**config.mk**
```make
export PLATFORM = sky130hd
export DESIGN_NAME = axi_arp_rx
export DESIGN_NICKNAME = d
export VERILOG_FILES = /design/src/rtl/axi_arp_rx.sv
export SDC_FILE = /design/constraint.sdc
export NUM_CORES = 1
export LEC_CHECK = 0
export ABC_CLOCK_PERIOD_IN_PS = 2300
export CELL_PAD_IN_SITES_DETAIL_PLACEMENT = 1
export CELL_PAD_IN_SITES_GLOBAL_PLACEMENT = 2
export CORE_MARGIN = 3
export CORE_UTILIZATION = 25
export DETAILED_ROUTE_END_ITERATION = 10
export PLACE_DENSITY_LB_ADDON = 0.1
export REMOVE_ABC_BUFFERS = 1
export SLEW_MARGIN = 10
export SYNTH_ARGS = -nofsm -noshare
export SYNTH_HDL_FRONTEND = slang
export SYNTH_SLANG_ARGS = --single-unit
export TNS_END_PERCENT = 20
```
**constraint.sdc**
```tcl
create_clock -name clk -period 2.3 [get_ports clk]
set_clock_uncertainty 0.05 [all_clocks]
set_input_delay 0.69 -clock clk [delete_from_list [all_inputs] [get_ports clk]]
set_output_delay 0.69 -clock clk [all_outputs]
set_load 0.01 [all_outputs]
```
**src/rtl/axi_arp_rx.sv**
```systemverilog
// axi_arp_rx: receive-side ARP parser.
// Consumes the byte stream that follows the Ethernet header and validates the
// 28-byte ARP body. A well-formed packet is held on the arp_* outputs until
// the responder acknowledges it. Short, malformed or non-ARP frames are
// counted in a saturating drop counter.
// Optional feature: define AXI_ARP_RX_IP_FILTER_EN to drop frames whose target
// IP differs from {IP_MSB, IP_LSB}.
module axi_arp_rx #(
  parameter logic [15:0] IP_MSB = 16'hc0a8,
  parameter logic [15:0] IP_LSB = 16'h0602
) (
  input  logic        clk,
  input  logic        aresetn,
  input  logic [15:0] eth_ethertype,
  input  logic [7:0]  eth_axis_tdata,
  input  logic        eth_axis_tvalid,
  input  logic        eth_axis_tlast,
  output logic        eth_axis_tready,
  output logic        arp_req,
  input  logic        arp_ack,
  output logic [15:0] arp_opcode,
  output logic [47:0] arp_src_mac,
  output logic [31:0] arp_src_ip,
  output logic [47:0] arp_dst_mac,
  output logic [31:0] arp_dst_ip,
  output logic [15:0] arp_drop_cnt
);

  localparam logic [1:0] S_RECV  = 2'd0;
  localparam logic [1:0] S_DRAIN = 2'd1;
  localparam logic [1:0] S_HOLD  = 2'd2;

  localparam logic [7:0] LAST_IDX = 8'd27;

  logic [1:0]  state_q, state_d;
  logic [7:0]  idx_q, idx_d;
  logic        err_q, err_d;
  logic        tready_q;
  logic        req_q;
  logic [15:0] drop_q;
  logic        drop_inc;
  logic        beat;
  logic        byte_bad;
  logic        err_now;
  logic [15:0] opcode_q;
  logic [47:0] src_mac_q;
  logic [31:0] src_ip_q;
  logic [47:0] dst_mac_q;
  logic [31:0] dst_ip_q;

  assign beat    = eth_axis_tvalid && tready_q;
  assign err_now = err_q || byte_bad;

  // Per-byte header check for the body byte currently on the bus.
  always_comb begin
    byte_bad = 1'b0;
    if (state_q == S_RECV) begin
      case (idx_q)
        8'd0: byte_bad = (eth_axis_tdata != 8'h00) || (eth_ethertype != 16'h0806);
        8'd1: byte_bad = (eth_axis_tdata != 8'h01);
        8'd2: byte_bad = (eth_axis_tdata != 8'h08);
        8'd3: byte_bad = (eth_axis_tdata != 8'h00);
        8'd4: byte_bad = (eth_axis_tdata != 8'd6);
        8'd5: byte_bad = (eth_axis_tdata != 8'd4);
        8'd6: byte_bad = (eth_axis_tdata != 8'h00);
        8'd7: byte_bad = !((eth_axis_tdata == 8'h01) || (eth_axis_tdata == 8'h02));
`ifdef AXI_ARP_RX_IP_FILTER_EN
        // The first three target-IP bytes are already shifted into dst_ip_q.
        8'd27: byte_bad = ({dst_ip_q[23:0], eth_axis_tdata} != {IP_MSB, IP_LSB});
`endif
        default: byte_bad = 1'b0;
      endcase
    end
  end

  // Frame sequencing: receive body, drain padding, hold for the responder.
  // NOTE: every signal gets a default before the case, so no path leaves one unassigned and no latch is inferred.
  always_comb begin
    state_d  = state_q;
    idx_d    = idx_q;
    err_d    = err_q;
    drop_inc = 1'b0;
    case (state_q)
      S_RECV: begin
        if (beat) begin
          if (eth_axis_tlast) begin
            if ((idx_q == LAST_IDX) && !err_now) begin
              state_d = S_HOLD;
            end else begin
              drop_inc = 1'b1;
              idx_d    = 8'd0;
              err_d    = 1'b0;
            end
          end else if (idx_q == LAST_IDX) begin
            state_d = S_DRAIN;
            err_d   = err_now;
          end else begin
            idx_d = idx_q + 8'd1;
            err_d = err_now;
          end
        end
      end
      S_DRAIN: begin
        if (beat && eth_axis_tlast) begin
          if (!err_q) begin
            state_d = S_HOLD;
          end else begin
            state_d  = S_RECV;
            drop_inc = 1'b1;
            idx_d    = 8'd0;
            err_d    = 1'b0;
          end
        end
      end
      S_HOLD: begin
        if (arp_ack) begin
          state_d = S_RECV;
          idx_d   = 8'd0;
          err_d   = 1'b0;
        end
      end
      default: state_d = S_RECV;
    endcase
  end

  // State, handshake flags and drop counter.
  // NOTE: sequential state uses non-blocking assignments so every register samples pre-edge values.
  always_ff @(posedge clk or negedge aresetn) begin
    if (!aresetn) begin
      state_q  <= S_RECV;
      idx_q    <= 8'd0;
      err_q    <= 1'b0;
      tready_q <= 1'b0;
      req_q    <= 1'b0;
      drop_q   <= 16'd0;
    end else begin
      state_q  <= state_d;
      idx_q    <= idx_d;
      err_q    <= err_d;
      tready_q <= (state_d != S_HOLD);
      req_q    <= (state_d == S_HOLD);
      if (drop_inc && (drop_q != 16'hffff)) begin
        drop_q <= drop_q + 16'd1;
      end
    end
  end

  // Capture body fields big-endian as bytes arrive; frozen while holding.
  always_ff @(posedge clk or negedge aresetn) begin
    if (!aresetn) begin
      opcode_q  <= 16'd0;
      src_mac_q <= 48'd0;
      src_ip_q  <= 32'd0;
      dst_mac_q <= 48'd0;
      dst_ip_q  <= 32'd0;
    end else if (beat && (state_q == S_RECV)) begin
      if (idx_q >= 8'd6 && idx_q <= 8'd7) begin
        opcode_q <= {opcode_q[7:0], eth_axis_tdata};
      end else if (idx_q >= 8'd8 && idx_q <= 8'd13) begin
        src_mac_q <= {src_mac_q[39:0], eth_axis_tdata};
      end else if (idx_q >= 8'd14 && idx_q <= 8'd17) begin
        src_ip_q <= {src_ip_q[23:0], eth_axis_tdata};
      end else if (idx_q >= 8'd18 && idx_q <= 8'd23) begin
        dst_mac_q <= {dst_mac_q[39:0], eth_axis_tdata};
      end else if (idx_q >= 8'd24 && idx_q <= 8'd27) begin
        dst_ip_q <= {dst_ip_q[23:0], eth_axis_tdata};
      end
    end
  end

  assign eth_axis_tready = tready_q;
  assign arp_req         = req_q;
  assign arp_opcode      = opcode_q;
  assign arp_src_mac     = src_mac_q;
  assign arp_src_ip      = src_ip_q;
  assign arp_dst_mac     = dst_mac_q;
  assign arp_dst_ip      = dst_ip_q;
  assign arp_drop_cnt    = drop_q;

endmodule

```
==> results of run 1 <==
power breakdown:
part	total (mW)	internal [mW]	switching (mW)
Sequential	3.85	3.73	0.121
Combinational	0.849	0.456	0.392
Clock	4.31	2.78	1.54
Total	9.02	6.96	2.05
layout make-up:
cell class / count / area, µm²
clock buffer: 36 / 769.5
tap: 442 / 553.0
timing repair buffer: 280 / 2824
multi-input combinational: 347 / 3226
inverter: 11 / 41.29
clock inverter: 12 / 163.9
sequential: 205 / 5134
fill: 3445 / 20240
path summary, 6_finish.rpt:
| path | startpoint | to | slack, ps | depth (start not counted) |
|---|---|---|---|---|
| max | arp_dst_ip[5] | arp_dst_ip[5] | 40 | 1 |
| min | aresetn | arp_dst_mac[21] | 100 | 1 |
| max reg2reg | state_q[0] | arp_src_mac[28] | 100 | 7 |
| min reg2reg | idx_q[7] | idx_q[7] | 440 | 1 |
| max in group asynchronous | aresetn | arp_drop_cnt[7] | 1440 | 2 |
| min in group clk | idx_q[7] | idx_q[7] | 440 | 1 |
metrics by stage:
| stage | setup TNS [ps] | instances | total power, mW | hold slack, ps |
|---|---|---|---|---|
| final | 0 | 1333 | 9.015 | 102.9 |
| after global routing | -114.9 | 1333 | 9.424 | 107.7 |
| after CTS | 0 | 1330 | 9.196 | 98.04 |
| after detailed placement | -79290 | 1282 | 4.784 | 429.0 |
| after global placement | -77550 | 1282 | 4.750 | 406.1 |
| after floorplan | -129880 | 563 | 4.198 | 344.4 |
kinds of logic (layout without fill, tap and decap cells):
group / count (synthesis) / in the layout / synth area share [%]
multiplexers: 178 / 178 / 24.07
AO/OA/AOI/OAI: 50 / 50 / 4.030
XOR/XNOR: 16 / 16 / 1.653
buffers and inverters: 39 / 339 / 2.244
flip-flops: 205 / 205 / 60.52
adder cells (fa/ha/maj): 10 / 10 / 1.476
AND/OR/NAND/NOR: 93 / 93 / 6.008
routing by layer:
metal | vias to the layer above | routed length, µm | global-route usage, %
met5 | - | 0 | 0
met4 | 0 | 382 | 2.738
met3 | 25 | 1126 | 2.211
met2 | 137 | 12180 | 22.82
met1 | 3044 | 10550 | 16.16
li1 | 2683 | - | -
timing repair:
item | 4_1_cts | 5_1_grt
setup endpoints to repair | 3 | 83
pin swaps | 0 | 4
cloned | 0 | 3
resized for setup | 3 | 19
placed cells by master, fill, tap and decap left out, types with 9 or more instances in the layout:
cell	synthesis	layout
nor2_1	15	14
nand4_1	11	11
xnor2_1	13	13
buf_4	2	47
clkbuf_16	0	31
nand2_1	17	15
dfrtp_1	205	202
mux2_2	165	165
mux2_4	10	10
inv_1	11	10
clkdlybuf4s50_1	0	216
o21ai_0	11	11
nand3_1	9	9
flip-flops by register name, indices dropped and copies added, names as in the netlist:
signal           cells
arp_src_mac         48
err_q                1
arp_dst_mac         48
idx_q                8
arp_drop_cnt        16
state_q              2
arp_opcode          16
eth_axis_tready      1
arp_dst_ip          32
arp_req              1
arp_src_ip          32
Yosys cell counts (all sizes together) (2+ instances only):
| cell | count |
|---|---|
| dfrtp | 205 |
| mux2 | 177 |
| buf | 18 |
| nand2 | 17 |
| nor2 | 15 |
| xnor2 | 13 |
| inv | 11 |
| nand4 | 11 |
| o21ai | 11 |
| clkbuf | 10 |
| ha | 10 |
| nand3 | 9 |
| a211oi | 6 |
| a21oi | 6 |
| and2 | 6 |
| and3 | 6 |
| nand2b | 6 |
| nor4 | 5 |
| o31ai | 5 |
| nor3 | 4 |
| o22ai | 4 |
| or3 | 4 |
| a31oi | 3 |
| or2 | 3 |
| xor2 | 3 |
| a22oi | 2 |
| o211ai | 2 |
| o21bai | 2 |
| o41ai | 2 |
| or4b | 2 |
==> flow_summary.yaml, run 1 <==
floorplan:
  start_util_pct: 25.73
  rows: 66
  ios: 223
  coreArea_mm2: 0.03295
  dieArea_mm2: 0.03615
  die_h_um: 190.1
  die_w_um: 190.1
sta:
  hold_viol_final: 0
  slew_headroom_pct: 67.99
  fin_ws_ps: 41.38
  rsz0062_at_grt: "yes"
  worst_slew_pin_slew_ps: 480.2
  setup_viol: 0
  post-route-period-util_pct: 98.20
  fin_crit_ps: 2259
  fmax_mhz: 442.7
  drv_slew: 0
clock_network:
  cts_sinks: 205
  cts_hold_repair.buffers: 0
  clock_path_buffers: 3
  root_buffer: "clkbuf_16"
  cts_buffers: 26
  path_clk_slew_ps: 60
  cts_setup_buffers: 0
  htree_levels: 1
  clock_latency_ps: 510
  tritoncts: "yes"
placed_design:
  place_area_mm2: 0.01164
  gp_congestion: 0.7375
  io_buffers: 222
  detailedPlace.worstSlack_ps: -598.6
  dpl.hpwl_um: 17250
synthesis:
  syn_inst: 591
  netlist_area_mm2: 0.008477
  synth.avg_cell_area_um2: 14.34
  yosys.area.top_type_share_pct: 60.52
  synth_top_flop_cell: "dfrtp_1"
  yosys_warnings: 0
  yosys.area.top_type: "dfrtp_1"
  async_reset_ff_share_pct: 100.0
  synth.distinct_cells: 52
  synth_seq_cells: 205
  yosysSeqAreaShare_pct: 60.52
  synth_area_leaders: "dfrtp_1 (61%), mux2_2 (22%), mux2_4 (1.8%), ha_1 (1.5%), xnor2_1 (1.3%)"
  synth_edf_count: 0
layout:
  n_antenna_cell: 0
  area_delta_synth_final_pct: 49.95
  drive_above_1_share_pct: 33.67
  final_util_pct: 38.58
  num-nets-final: 910
  final_area_mm2: 0.01271
routing:
  wirelength_um: 24240
  firstDrtPassIters: 4
  drc: 0
  ant_nets: 0
  avgViaCountPerCell: 4.418
  vias: 5889
  wl_per_cell_um: 18.18
  drt_iter0_drc: 174
global_route:
  grt_remaining_overflow: 0
  antenna_found_initial: 0
  grt.total_usage_pct: 12.75
  grt_pass1_vias: 6484
  grt_pass1_wl_um: 37270
  grt_max_degree: 54
critical_path:
  critical_path_required_ps: 1560
  path_delay_family: "buffers and inverters"
  critical_path.cell_chain: "clkdlybuf4s50_1"
  crit_type: "reg2out"
  end_kind: "output pin"
  path_buf_inv: 1
  crit_path_top_delay_cell: "clkdlybuf4s50_1"
  cp.arrival_ps: 1520
  critical_path.max_fanout: 3
  start_kind: "register"
  slowest_delay_ps: 620
job:
  max_cap_violations: 0
power:
  ir_drop_uv: 422.1
  powerDensity_mw_per_mm2: 709.2
  total_leakage_power_nw: 5.960
worst_hold_path:
  hold_class: "in2async"
outcome:
  status: "finished, final reports clean"
No activity file was read; power rests on OpenSTA's default activity.
==> inputs of run 2 (changes only) <==
CORE_UTILIZATION = 30   (was 25)
CTS_CLUSTER_SIZE = 16   (was default)
==> run 2 against run 1 <==
Compared with the run above: global-route usage rose by 2.4 points; final cell count fell by 5.6%; sequential share of layout area rose by 1.1 points; die area fell by 16%; clock power fell by 18%; highest routed layer unchanged.
==> flow_summary.yaml, run 2 (synthesis gave the netlist of run 1 again) <==
routing:
  wl_per_cell_um: 18.87
  vias: 5889
  drt_iter0_drc: 193
  firstDrtPassIters: 4
  drc: 0
  avgViaCountPerCell: 4.681
  wirelength_um: 23740
  ant_nets: 0
placed_design:
  gp_congestion: 0.7527
  dp_cells: 1212
  place_area_mm2: 0.01155
  io_buffers: 222
  detailedPlace.worstSlack_ps: -614.8
  dpl.hpwl_um: 17220
global_route:
  grt_pass1_wl_um: 37610
  grt_remaining_overflow: 0
  antenna_found_initial: 0
  grt_max_degree: 54
  grt_pass1_vias: 6546
  grt.total_usage_pct: 15.19
critical_path:
  rrSetupSlack_ps: 90
  critical_path.max_fanout: 4
  path_buf_inv: 1
  slowest_delay_ps: 570
  path_delay_family: "buffers and inverters"
  cp.arrival_ps: 1490
  critical_path_required_ps: 1560
  regToRegEndpoint: "arp_opcode[7]"
  timing.rr.start: "idx_q[5]"
  end_kind: "output pin"
  crit_path_top_delay_cell: "clkdlybuf4s50_1"
  reg2reg_depth: 5
  critical_path.cell_chain: "clkdlybuf4s50_1"
  start_kind: "register"
  crit_type: "reg2out"
floorplan:
  die_w_um: 174.1
  start_util_pct: 31.02
  ios: 223
  die_h_um: 174.1
  coreArea_mm2: 0.02733
  rows: 60
  dieArea_mm2: 0.03031
sta:
  fin_ws_ps: 72.39
  fmax_mhz: 448.9
  drv_slew: 0
  post-route-period-util_pct: 96.85
  fin_hold_ws_ps: 90.68
  worst_slew_pin_slew_ps: 504.2
  slew_headroom_pct: 66.39
  hold_viol_final: 0
  setup_viol: 0
  fin_crit_ps: 2228
  rsz0062_at_grt: "no"
power:
  total_leakage_power_nw: 5.778
  powerDensity_mw_per_mm2: 665.0
  power.total_mw: 8.232
  ir_drop_uv: 463.2
layout:
  final_cell_mix: "clkdlybuf4s50_1 (220), dfrtp_1 (201), mux2_2 (165)"
  num-nets-final: 909
  n_antenna_cell: 0
  final_common_cell: "clkdlybuf4s50_1"
  area_delta_synth_final_pct: 46.04
  num-fill-cells: 2830
  drive_above_1_share_pct: 32.73
  final_area_mm2: 0.01238
  finalNonFillerCells: 1258
clock_network:
  cts_buffers: 24
  cts_sinks: 205
  cts_hold_repair.buffers: 0
  clock_path_buffers: 3
  root_buffer: "clkbuf_16"
  htree_levels: 1
  clock_latency_ps: 500
  path_clk_slew_ps: 60
  tritoncts: "yes"
job:
  max_cap_violations: 0
worst_hold_path:
  hold_class: "in2async"
outcome:
  status: "finished, final reports clean"
-- run 2: per-stage QoR --
stage          util (%)  TNS, ps
2_1_floorplan         -  -129880
3_3_place_gp      42.26   -63750
3_5_place_dp      42.26   -68960
4_1_cts           45.15        0
5_1_grt           45.30        0
6_report          45.30        0
-- run 2: worst max path at each step --
stage,to,from,cells past startpoint
2_1_floorplan,arp_src_mac[0],idx_q[5],4
3_3_place_gp,err_q,eth_axis_tdata[5],7
3_5_place_dp,err_q,eth_axis_tdata[5],7
4_1_cts,arp_drop_cnt[13],arp_drop_cnt[13],1
5_1_grt,arp_src_mac[9],state_q[0],8
6_report,arp_drop_cnt[0],arp_drop_cnt[0],1
-- run 2: layer usage --
layer  vias up  share of wire [%]  GRT usage [%]  wire length (µm)
met5         -                  0              0                 0
met1      3045                 42          18.90             10070
met4         0                1.2          2.949               287
met3        24                4.2          2.774              1006
met2       140                 52          27.67             12380
li1       2680                  -              -                 -
-- run 2: repair_timing --
item,in CTS,in global routing
setup buffers,2,1
gates resized for setup,4,12
setup endpoints to repair,50,110
pin swaps,1,3
cloned,1,0
-- run 2: area by class of cell --
| cell class | count | area (µm²) | area share, % |
|---|---|---|---|
| clock buffer | 32 | 681.9 | 5.508 |
| clock inverter | 10 | 57.56 | 0.4649 |
| inverter | 11 | 41.29 | 0.3335 |
| multi-input combinational | 347 | 3211 | 25.93 |
| sequential | 205 | 5135 | 41.48 |
| tap | 372 | 465.4 | 3.760 |
| timing repair buffer | 281 | 2788 | 22.52 |
-- run 2: power by group --
| group | switching, mW | internal, mW | total, mW |
|---|---|---|---|
| combinational | 0.391 | 0.454 | 0.845 |
| sequential | 0.121 | 3.73 | 3.85 |
| clock | 1.46 | 2.07 | 3.53 |
| total | 1.97 | 6.26 | 8.23 |
==> inputs of run 3 (changes only) <==
PLACE_DENSITY = 0.8   (was default)
PLACE_DENSITY_LB_ADDON = default   (was 0.1)
SKIP_CTS_REPAIR_TIMING = 1   (was default)
==> run 3 against run 2 <==
Compared with the run above: clock power rose by 13%; design area rose by 0.99%; sequential share of layout area down 0.40 points; first-iteration DRC count up 6.2%; setup slack worse by 12 ps; utilization grew 0.45 points; via count down 0.82%; combinational power is essentially flat; non-clock buffer count increased by 2; largest cell class unchanged; largest power group is now clock; highest routed layer unchanged.
==> flow_summary.yaml, run 3 (synthesis gave the netlist of run 1 again) <==
layout:
  area_delta_synth_final_pct: 47.48
  finalNonFillerCells: 1262
  num-nets-final: 911
  num-fill-cells: 2826
  multi_input_area_mm2: 0.003196
  final_cell_mix: "clkdlybuf4s50_1 (221), dfrtp_1 (200), mux2_2 (165)"
  final_util_pct: 45.75
  seqCellArea_mm2: 0.005136
  n_antenna_cell: 0
  final_area_mm2: 0.01250
  final_common_cell: "clkdlybuf4s50_1"
  drive_above_1_share_pct: 33.03
critical_path:
  crit_start: "idx_q[5]"
  cp.arrival_ps: 2570
  start_kind: "register"
  cp_common_cell: "or3_1"
  crit_path_top_delay_cell: "or3_1"
  path_buf_inv: 1
  end_kind: "register"
  critical_path_required_ps: 2630
  crit_type: "reg2reg"
  critical_path.max_fanout: 16
  path_delay_family: "simple AND/OR/NAND/NOR gates"
  slowest_delay_ps: 440
  timing.rr.start: "idx_q[5]"
  critical_path.cell_chain: "or3_1 > or3_1 > or3_1 > buf_12 > mux2_4"
power:
  powerDensity_mw_per_mm2: 695.8
  ir_drop_uv: 551.2
  total_leakage_power_nw: 5.844
routing:
  vias: 5841
  firstDrtPassIters: 4
  drt_iter0_drc: 205
  wl_per_cell_um: 18.33
  ant_nets: 0
  wirelength_um: 23130
  drc: 0
  avgViaCountPerCell: 4.628
sta:
  slew_headroom_pct: 66.88
  fin_crit_ps: 2240
  worst_slew_pin_slew_ps: 496.8
  setup_viol: 0
  rsz0062_at_grt: "no"
  hold_viol_final: 0
  fmax_mhz: 446.5
  post-route-period-util_pct: 97.38
  fin_ws_ps: 60.27
  drv_slew: 0
  fin_hold_ws_ps: 129.2
global_route:
  grt.total_usage_pct: 15.00
  grt_pass1_vias: 6475
  antenna_found_initial: 0
  grt_pass1_wl_um: 37230
  grt_max_degree: 55
  grt_remaining_overflow: 0
floorplan:
  die_h_um: 174.1
  ios: 223
  dieArea_mm2: 0.03031
  coreArea_mm2: 0.02733
  rows: 60
  start_util_pct: 31.02
  die_w_um: 174.1
clock_network:
  clock_path_buffers: 3
  cts_buffers: 24
  tritoncts: "yes"
  path_clk_slew_ps: 60
  cts_sinks: 205
  clock_latency_ps: 500
  htree_levels: 1
  root_buffer: "clkbuf_16"
job:
  max_cap_violations: 0
placed_design:
  detailedPlace.worstSlack_ps: -511.8
  dp_cells: 1214
  place_area_mm2: 0.01158
  gp_congestion: 0.7250
  io_buffers: 222
  dpl.hpwl_um: 16700
worst_hold_path:
  hold_class: "in2async"
outcome:
  status: "finished, final reports clean"
==> run 3: cell count changes in the layout (fill, tap and decap cells not counted), sizes merged <==
cell and change:
bufinv +4, clkinv -1, dlygate4sd2 -1, clkinvlp -3
clkbuf +3, buf +1, clkdlybuf4s50 +1
==> run 3: power breakdown <==
| part | internal (mW) | total, mW | switching [mW] | leakage, nW |
|---|---|---|---|---|
| combinational | 0.460 | 0.847 | 0.387 | 2.59 |
| sequential | 3.73 | 3.85 | 0.121 | 2.83 |
| clock | 2.56 | 4.00 | 1.44 | 0.423 |
==> run 3: worst paths after layout <==
check	depth (start not counted)	slack [ps]	to
worst min register to register	1	440	idx_q[7]
max in group asynchronous	2	1420	arp_drop_cnt[12]
worst max-delay path	5	60	arp_opcode[6]
min in group clk	1	440	idx_q[7]
worst min-delay path	1	130	arp_dst_mac[46]
worst max register to register	5	60	arp_opcode[6]
==> run 3: per-stage QoR <==
step	total power, mW	setup TNS, ps
6_report	8.699	0
2_1_floorplan	4.198	-129880
5_1_grt	9.143	0
3_5_place_dp	4.775	-68750
3_3_place_gp	4.754	-62660
4_1_cts	8.856	-90.58
==> run 3: cell type report <==
cell class,count,area share [%]
repair buffers,283,22.51
flip-flops and latches,205,41.08
clock buffers,34,5.594
inverters,11,0.3303
multi-input cells,347,25.56
clock inverters,10,1.201
well taps,372,3.723
==> run 3: metal layers <==
layer | part of all wire [%] | vias to the layer above | wire (µm) | GRT usage, %
met3 | 5.2 | 26 | 1194 | 3.124
met1 | 43 | 2970 | 9990 | 19.33
met2 | 50 | 152 | 11650 | 26.23
li1 | - | 2693 | - | -
met5 | 0 | - | 0 | 0
met4 | 1.3 | 0 | 302 | 2.882
